**src/rtl/multi_source_light_mux.sv**
```systemverilog
`default_nettype none
// +--------------------------------------------------------------------------+
// | multi_source_light_mux: NCH-way registered light-pattern mux with        |
// | blanked switch-over; optional auto-scan built when AUTO_SCAN_EN is set.  |
// | Revision: 1.0                                                            |
// +--------------------------------------------------------------------------+
module multi_source_light_mux #(
  parameter  int NCH   = 4,
  parameter  int WIDTH = 3,
  parameter  int BLANK = 2,
  parameter  int DWELL = 8,
  localparam int SELW  = $clog2(NCH)
) (
  input  logic                 clk,
  input  logic                 rst,
  input  logic [SELW-1:0]      sel,
  input  logic                 auto,
  input  logic [NCH*WIDTH-1:0] src_bus,
  output logic [WIDTH-1:0]     result,
  output logic [SELW-1:0]      active,
  output logic                 blanking
);

  typedef enum logic [0:0] {
    S_SHOW  = 1'b0,
    S_BLANK = 1'b1
  } state_t;

  localparam logic [SELW:0]   c_NCH        = (SELW+1)'(NCH);
  localparam logic [SELW-1:0] c_LAST       = SELW'(NCH-1);
  localparam logic [7:0]      c_BLANK_LOAD = 8'(BLANK-1);

  state_t           r_state;
  logic [7:0]       r_blank_cnt;
  logic [WIDTH-1:0] w_src [NCH];
  logic             w_sel_ok;
  logic [SELW-1:0]  w_manual_tgt;
  logic [SELW-1:0]  w_target;

  for (genvar gi = 0; gi < NCH; gi++) begin : g_unpack
    assign w_src[gi] = src_bus[gi*WIDTH +: WIDTH];
  end

  // Out-of-range requests leave the committed channel untouched.
  assign w_sel_ok     = ({1'b0, sel} < c_NCH);
  assign w_manual_tgt = w_sel_ok ? sel : active;

`ifdef AUTO_SCAN_EN
  logic [15:0]     r_dwell;
  logic            w_dwell_done;
  logic [SELW-1:0] w_next_ch;

  assign w_dwell_done = (r_dwell == 16'(DWELL-1));
  assign w_next_ch    = (active == c_LAST) ? '0 : active + SELW'(1);
  assign w_target     = auto ? (w_dwell_done ? w_next_ch : active) : w_manual_tgt;

  always_ff @(posedge clk or posedge rst) begin
    if (rst) begin
      r_dwell <= '0;
    end else if ((r_state != S_SHOW) || !auto || (w_target != active)) begin
      r_dwell <= '0;
    end else begin
      r_dwell <= r_dwell + 16'd1;
    end
  end
`else
  logic w_unused;
  assign w_unused = ^{auto, 1'(DWELL)};
  assign w_target = w_manual_tgt;
`endif

  always_ff @(posedge clk or posedge rst) begin
    if (rst) begin
      r_state     <= S_SHOW;
      active      <= '0;
      result      <= '0;
      blanking    <= 1'b0;
      r_blank_cnt <= '0;
    end else begin
      case (r_state)
        S_SHOW: begin
          if (w_target != active) begin
            active <= w_target;
            if (BLANK > 0) begin
              r_state     <= S_BLANK;
              result      <= '0;
              blanking    <= 1'b1;
              r_blank_cnt <= c_BLANK_LOAD;
            end else begin
              result <= w_src[w_target];
            end
          end else begin
            result <= w_src[active];
          end
        end
        S_BLANK: begin
          if (r_blank_cnt == 8'd0) begin
            r_state  <= S_SHOW;
            blanking <= 1'b0;
            result   <= w_src[active];
          end else begin
            r_blank_cnt <= r_blank_cnt - 8'd1;
          end
        end
        default: r_state <= S_SHOW;
      endcase
    end
  end

endmodule
`default_nettype wire

```
**config.mk**
```make
export PLATFORM = sky130hd
export DESIGN_NAME = multi_source_light_mux
export DESIGN_NICKNAME = d
export VERILOG_FILES = /design/src/rtl/multi_source_light_mux.sv
export SDC_FILE = /design/constraint.sdc
export NUM_CORES = 1
export LEC_CHECK = 0
export CORE_MARGIN = 3
export CORE_UTILIZATION = 45
export DETAILED_ROUTE_END_ITERATION = 8
export PLACE_DENSITY_LB_ADDON = 0.05
export SYNTH_ARGS = -nofsm -noshare
export SYNTH_HDL_FRONTEND = slang
export SYNTH_SLANG_ARGS = --single-unit
export TNS_END_PERCENT = 1
```
**constraint.sdc**
```tcl
create_clock -name clk -period 1.93 [get_ports clk]
set_clock_uncertainty 0.05 [all_clocks]
set_input_delay 0.193 -clock clk [delete_from_list [all_inputs] [get_ports clk]]
set_output_delay 0.193 -clock clk [all_outputs]
set_load 0.01 [all_outputs]
```
==> results.yml, run 1 <==
logic_synthesis:
  syn_avg_cell_area_um2: 11.65
  synth_top_cell_by_area: "dfrtp_1"
  synth_cell_type_count: 23
  synth.most_common_cell: "dfrtp_1"
  synth_edf_count: 0
  yosysWarnings: 0
  synth_common_cells: "15 x dfrtp_1, 11 x nor2_1, 7 x inv_1"
  synth.top_cell.area_share_pct: 48.08
  async_reset_ff_share_pct: 100.0
  syn-instance-count: 67
  synth_seq_cells: 15
  synth_seq_area_share_pct: 48.08
  synth_ff_type: "dfrtp_1"
  syn-cell-area_um2: 780.7
  syn_nets: 85
  yosys-top-cells-area: "dfrtp_1 48%, mux4_2 8.7%, xnor2_1 5.6%, nor2_1 5.3%, a22o_1 4.5%"
finish:
  nNetsFinal: 113
  n_antenna_cell: 0
  post-route-util_pct: 66.98
  final_area_um2: 1056
  fill_cells: 133
  drive_gt1_share_pct: 17.02
  syn2layout_area_growth_pct: 35.26
  stdcell_count: 110
clock_network:
  cts_root_buf: "clkbuf_4"
  cts_buffer_depth: 2
  htree_levels: 1
  cts_resized: 0
  clk_pin_slew_ns: 0.09
  cts_buffers: 3
  clock-sinks: 15
  hold_buffers: 0
  clock_latency_ns: 0.28
  cts_tree: "built"
  cts_setup_buffers: 0
detailed_routing:
  num_vias: 623
  routed_wirelength_um: 1653
  final_antenna_net_count: 0
  dr.pass1.iters: 4
  wl_per_cell_um: 15.03
  dr.first_iter.drc_count: 5
  vias_per_cell: 5.664
  drc: 0
place:
  gp_congestion: 0.7149
  dp_cells: 106
  postPlaceCellArea_um2: 1028
  pre_cts_slack_ns: 0.1697
  port_buffers: 21
  hpwl_um: 1316
global_route:
  grt_remaining_overflow: 0
  grt_max_degree: 16
  antenna_found_initial: 0
  grt_util_all_layers_pct: 16.85
  grt_pass1_vias: 548
  grt_pass1_wl_um: 2421
timing:
  fmax_ghz: 0.5615
  rsz0062_at_grt: "no"
  slew_headroom_pct: 63.06
  final-setup-viol-count: 0
  setup_tns_ns: 0
  worst_pin_slew_ns: 0.5535
  min_period_over_period_pct: 92.27
  min_period_ns: 1.781
  hold_violations: 0
  final.setup.worst_slack_ns: 0.1492
  final_max_slew_viol_count: 0
status:
  run_status: "finished, final reports clean"
die:
  fp-row-count: 14
  die_height_um: 47.66
  die-width_um: 47.66
  core_area_um2: 1577
  start_util_pct: 49.52
  die_area_um2: 2271
  num_io_pins: 23
critical_path:
  critPathBufInv: 0
  cp-start-kind: "register"
  critPathCaptureType: "register"
  r2r_cells: 4
  worstPathRequired_ns: 2.05
  crit_family: "simple AND/OR/NAND/NOR gates"
  rr_endpoint: "r_blank_cnt[5]"
  slowest_delay_ns: 0.57
  crit_fanout: 5
  rrSetupSlack_ns: 0.15
  arrival_ns: 1.90
  crit_chain: "or4b_4 > a2111oi_2 > xnor2_1 > nor2_1"
  r2r_start: "r_blank_cnt[2]"
  path_class: "register to register"
  crit_slowest_cell: "or4b_4"
power:
  seqPwrFrac_pct: 37.0
  pwr-share-comb_pct: 52.9
  cellInternalPower_mw: 1.046
  clock_power_share_pct: 10.1
  ir_drop_mv: 1.026
  power_density_nw_per_um2: 1613
  p_leak_nw: 0.4510
  p_sw_share_pct: 38.63
  switchingPower_uw: 658.2
worst_hold_path:
  hp-class: "primary input to asynchronous set/reset pin"
flow_run:
  drv_cap: 0
==> power by group through the flow <==
stage	logic [mW]	clock network, mW	registers (mW)
after floorplan	0.594	0	0.610
after global placement	0.876	0	0.627
after detailed placement	0.905	0	0.634
after CTS	0.909	0.181	0.631
after global routing	0.989	0.200	0.655
final	0.901	0.172	0.630
==> cells in the final DEF, fill, tap and decap left out, drive strengths merged, types with 2 or more instances in the layout <==
master and instances:
dfrtp 15, inv 7, buf 4, nor4 2, clkbuf 3, clkdlybuf4s50 21
a22o 4, mux2 2, xnor2 5, mux4 3, nor2 11, a21oi 4
a211oi 2
==> flip-flops by register name, summed over array words and instances (netlist names) <==
signal and flops:
result 3, blanking 1, r_state 1, r_blank_cnt 8, active 2
==> final cells by class <==
type,instances,area [um2],share of cell area [%]
multi-input cells,43,366.6,34.72
well taps,16,20.02,1.896
inverters,7,26.28,2.488
flip-flops and latches,15,375.4,35.55
clock inverters,1,5.005,0.4739
repair buffers,25,240.2,22.75
clock buffers,3,22.52,2.133
==> worst reg2reg max path: cells and delay by family, from the launching register on <==
kind	cells	cell delay (ns)
xor gates and xnor gates	1	0.17
DFF	1	0.43
and+or+nand+nor	2	0.63
AOI/OAI and AO/OA	1	0.39
==> logic make-up after synthesis <==
family                     Yosys count  synth area share (%)
buffers and inverters                9                 4.968
and+or+nand+nor                     18                 14.10
xor gates and xnor gates             5                 5.609
AOI/OAI and AO/OA                   13                 12.82
DFF                                 15                 48.08
muxes                                6                 12.82
adders and majority gates            1                 1.602
==> stage by stage <==
stage | power [mW] | hold slack [ns]
after floorplan | 1.204 | 0.04448
after global placement | 1.503 | 0.4363
after detailed placement | 1.539 | 0.4406
after CTS | 1.721 | 0.2102
after global routing | 1.844 | 0.2246
final | 1.704 | 0.2010
==> worst max path at each step <==
| stage | from | end | slack, ns | cells after the start |
|---|---|---|---|---|
| 2_1_floorplan | r_blank_cnt[2] | r_blank_cnt[7] | 0.24 | 4 |
| 3_3_place_gp | r_blank_cnt[2] | r_blank_cnt[7] | 0.19 | 4 |
| 3_5_place_dp | r_blank_cnt[2] | r_blank_cnt[5] | 0.17 | 4 |
| 4_1_cts | r_blank_cnt[1] | r_blank_cnt[5] | 0.14 | 4 |
| 5_1_grt | r_blank_cnt[2] | r_blank_cnt[7] | 0.03 | 4 |
| 6_report | r_blank_cnt[2] | r_blank_cnt[5] | 0.15 | 4 |
==> layer usage <==
metal  routed length (um)  up-vias  track usage (%)
met5                    0        -                0
met4                   49        0            11.29
met3                   69        9            8.271
met2                  856       15            25.67
met1                  676      306            18.46
li1                     -      293                -
(Power assumes the default switching activity.)
==> run 2: changes to the inputs <==
PLACE_DENSITY_LB_ADDON = 0.12   (was 0.05)
==> run 2 against run 1 <==
  * Power up 0.86%
  * Sequential cell count unchanged
  * Core utilization up 0.87 points
  * Final cell count up 0.91%
  * Die area unchanged
  * First-iteration DRC count unchanged
  * Final area up 1.3%
  * Fmax up 1.4%
  * Critical path depth unchanged
  * Via count down 1.8%
  * Critical path type unchanged
==> results.yml, run 2 (synthesis gave the netlist of run 1 again) <==
finish:
  final_area_um2: 1070
  drive_gt1_share_pct: 18.95
  post-route-util_pct: 67.86
  largest_reg_flops: 8
  fill_cells: 131
  top_register: "r_blank_cnt"
  final_cell_mix: "21 x clkdlybuf4s50_1, 15 x dfrtp_1, 11 x nor2_1, 7 x inv_1"
  final_common_cell: "clkdlybuf4s50_1"
  syn2layout_area_growth_pct: 37.02
  top_regs: "r_blank_cnt (8), result (3), active (2)"
  nNetsFinal: 114
  n_antenna_cell: 0
power:
  ir_drop_mv: 0.9379
  p_leak_nw: 0.4581
  power_density_nw_per_um2: 1606
timing:
  worst_hold_slack_ns: 0.1963
  final_max_slew_viol_count: 0
  setup_tns_ns: 0
  min_period_ns: 1.755
  worst_pin_slew_ns: 0.5437
  hold_violations: 0
  rsz0062_at_grt: "no"
  final.setup.worst_slack_ns: 0.1746
  final-setup-viol-count: 0
  min_period_over_period_pct: 90.95
  fmax_ghz: 0.5697
  slew_headroom_pct: 63.71
place:
  gp_congestion: 0.7234
  postPlaceCellArea_um2: 1036
  port_buffers: 21
  pre_cts_slack_ns: 0.1069
  hpwl_um: 1246
global_route:
  antenna_found_initial: 0
  grt_remaining_overflow: 0
  grt_pass1_vias: 605
  grt_util_all_layers_pct: 17.07
  grt_max_degree: 16
  grt_pass1_wl_um: 2663
die:
  fp-row-count: 14
  die_height_um: 47.66
  die_area_um2: 2271
  start_util_pct: 49.52
  die-width_um: 47.66
  num_io_pins: 23
  core_area_um2: 1577
clock_network:
  cts_root_buf: "clkbuf_4"
  cts_resized: 0
  cts_setup_buffers: 0
  clk_pin_slew_ns: 0.09
  clock_latency_ns: 0.28
  hold_buffers: 0
  cts_buffer_depth: 2
  cts_buffers: 3
  cts_tree: "built"
  htree_levels: 1
  clock-sinks: 15
detailed_routing:
  num_vias: 612
  dr.first_iter.drc_count: 5
  routed_wirelength_um: 1593
  drc: 0
  final_antenna_net_count: 0
  dr.pass1.iters: 4
  vias_per_cell: 5.514
  wl_per_cell_um: 14.35
critical_path:
  crit_chain: "or4b_4 > a2111oi_2 > xnor2_1 > nor2_1"
  startpoint: "r_blank_cnt[2]"
  slowest_delay_ns: 0.57
  arrival_ns: 1.88
  crit_slowest_cell: "or4b_4"
  worstPathRequired_ns: 2.05
  crit_family: "simple AND/OR/NAND/NOR gates"
  path_class: "register to register"
  crit_fanout: 5
  critPathBufInv: 0
  critPathCaptureType: "register"
  cp-start-kind: "register"
  r2r_start: "r_blank_cnt[2]"
status:
  run_status: "finished, final reports clean"
worst_hold_path:
  hp-class: "primary input to asynchronous set/reset pin"
flow_run:
  drv_cap: 0
==> run 2: path summary, 6_finish.rpt <==
kind                             endpoint  slack, ns  depth (start not counted)
max                        r_blank_cnt[5]       0.17                          4
min                        r_blank_cnt[2]       0.20                          2
max reg2reg                r_blank_cnt[5]       0.17                          4
min reg2reg                r_blank_cnt[0]       0.47                          1
max in group asynchronous  r_blank_cnt[5]       1.27                          2
min in group clk           r_blank_cnt[0]       0.47                          1
==> run 2: per-layer routing <==
metal | routed length [um] | GRT usage (%) | share of wire, % | vias up
met5 | 0 | 0 | 0 | -
met4 | 12 | 4.839 | 0.75 | 0
met3 | 55 | 5.639 | 3.5 | 2
met2 | 763 | 26.20 | 48 | 11
met1 | 761 | 23.17 | 48 | 300
li1 | - | - | - | 299
==> run 2: per-stage QoR <==
stage               std cells  total power [mW]
CTS                       111             1.722
global route              111             1.871
detailed placement        107             1.539
global placement          107             1.513
finish                    111             1.719
floorplan                  67             1.204
==> run 2: report_power, final <==
group | internal (mW) | switching, mW
clock | 0.0769 | 0.0976
sequential | 0.458 | 0.174
combinational | 0.523 | 0.390
total | 1.06 | 0.661
==> run 2: final cells by class <==
class / count / area [um2] / share of cell area, %
sequential: 15 / 375.4 / 35.09
timing repair buffer: 26 / 247.7 / 23.16
tap: 16 / 20.02 / 1.871
multi-input combinational: 43 / 372.9 / 34.85
clock buffer: 3 / 22.52 / 2.105
inverter: 7 / 26.28 / 2.456
clock inverter: 1 / 5.005 / 0.4678
==> run 2: worst register-to-register path, delay by kind of cell, from the launching register on <==
kind | cells | cell delay (ns)
AND/OR/NAND/NOR | 2 | 0.62
flip-flops | 1 | 0.43
AO/OA/AOI/OAI | 1 | 0.39
XOR/XNOR | 1 | 0.17
==> run 3: changes to the inputs <==
SETUP_SLACK_MARGIN = 0.02   (was unset)
==> results of run 3 <==
No change in the layout: final DEF, timing and power equal those of run 2.
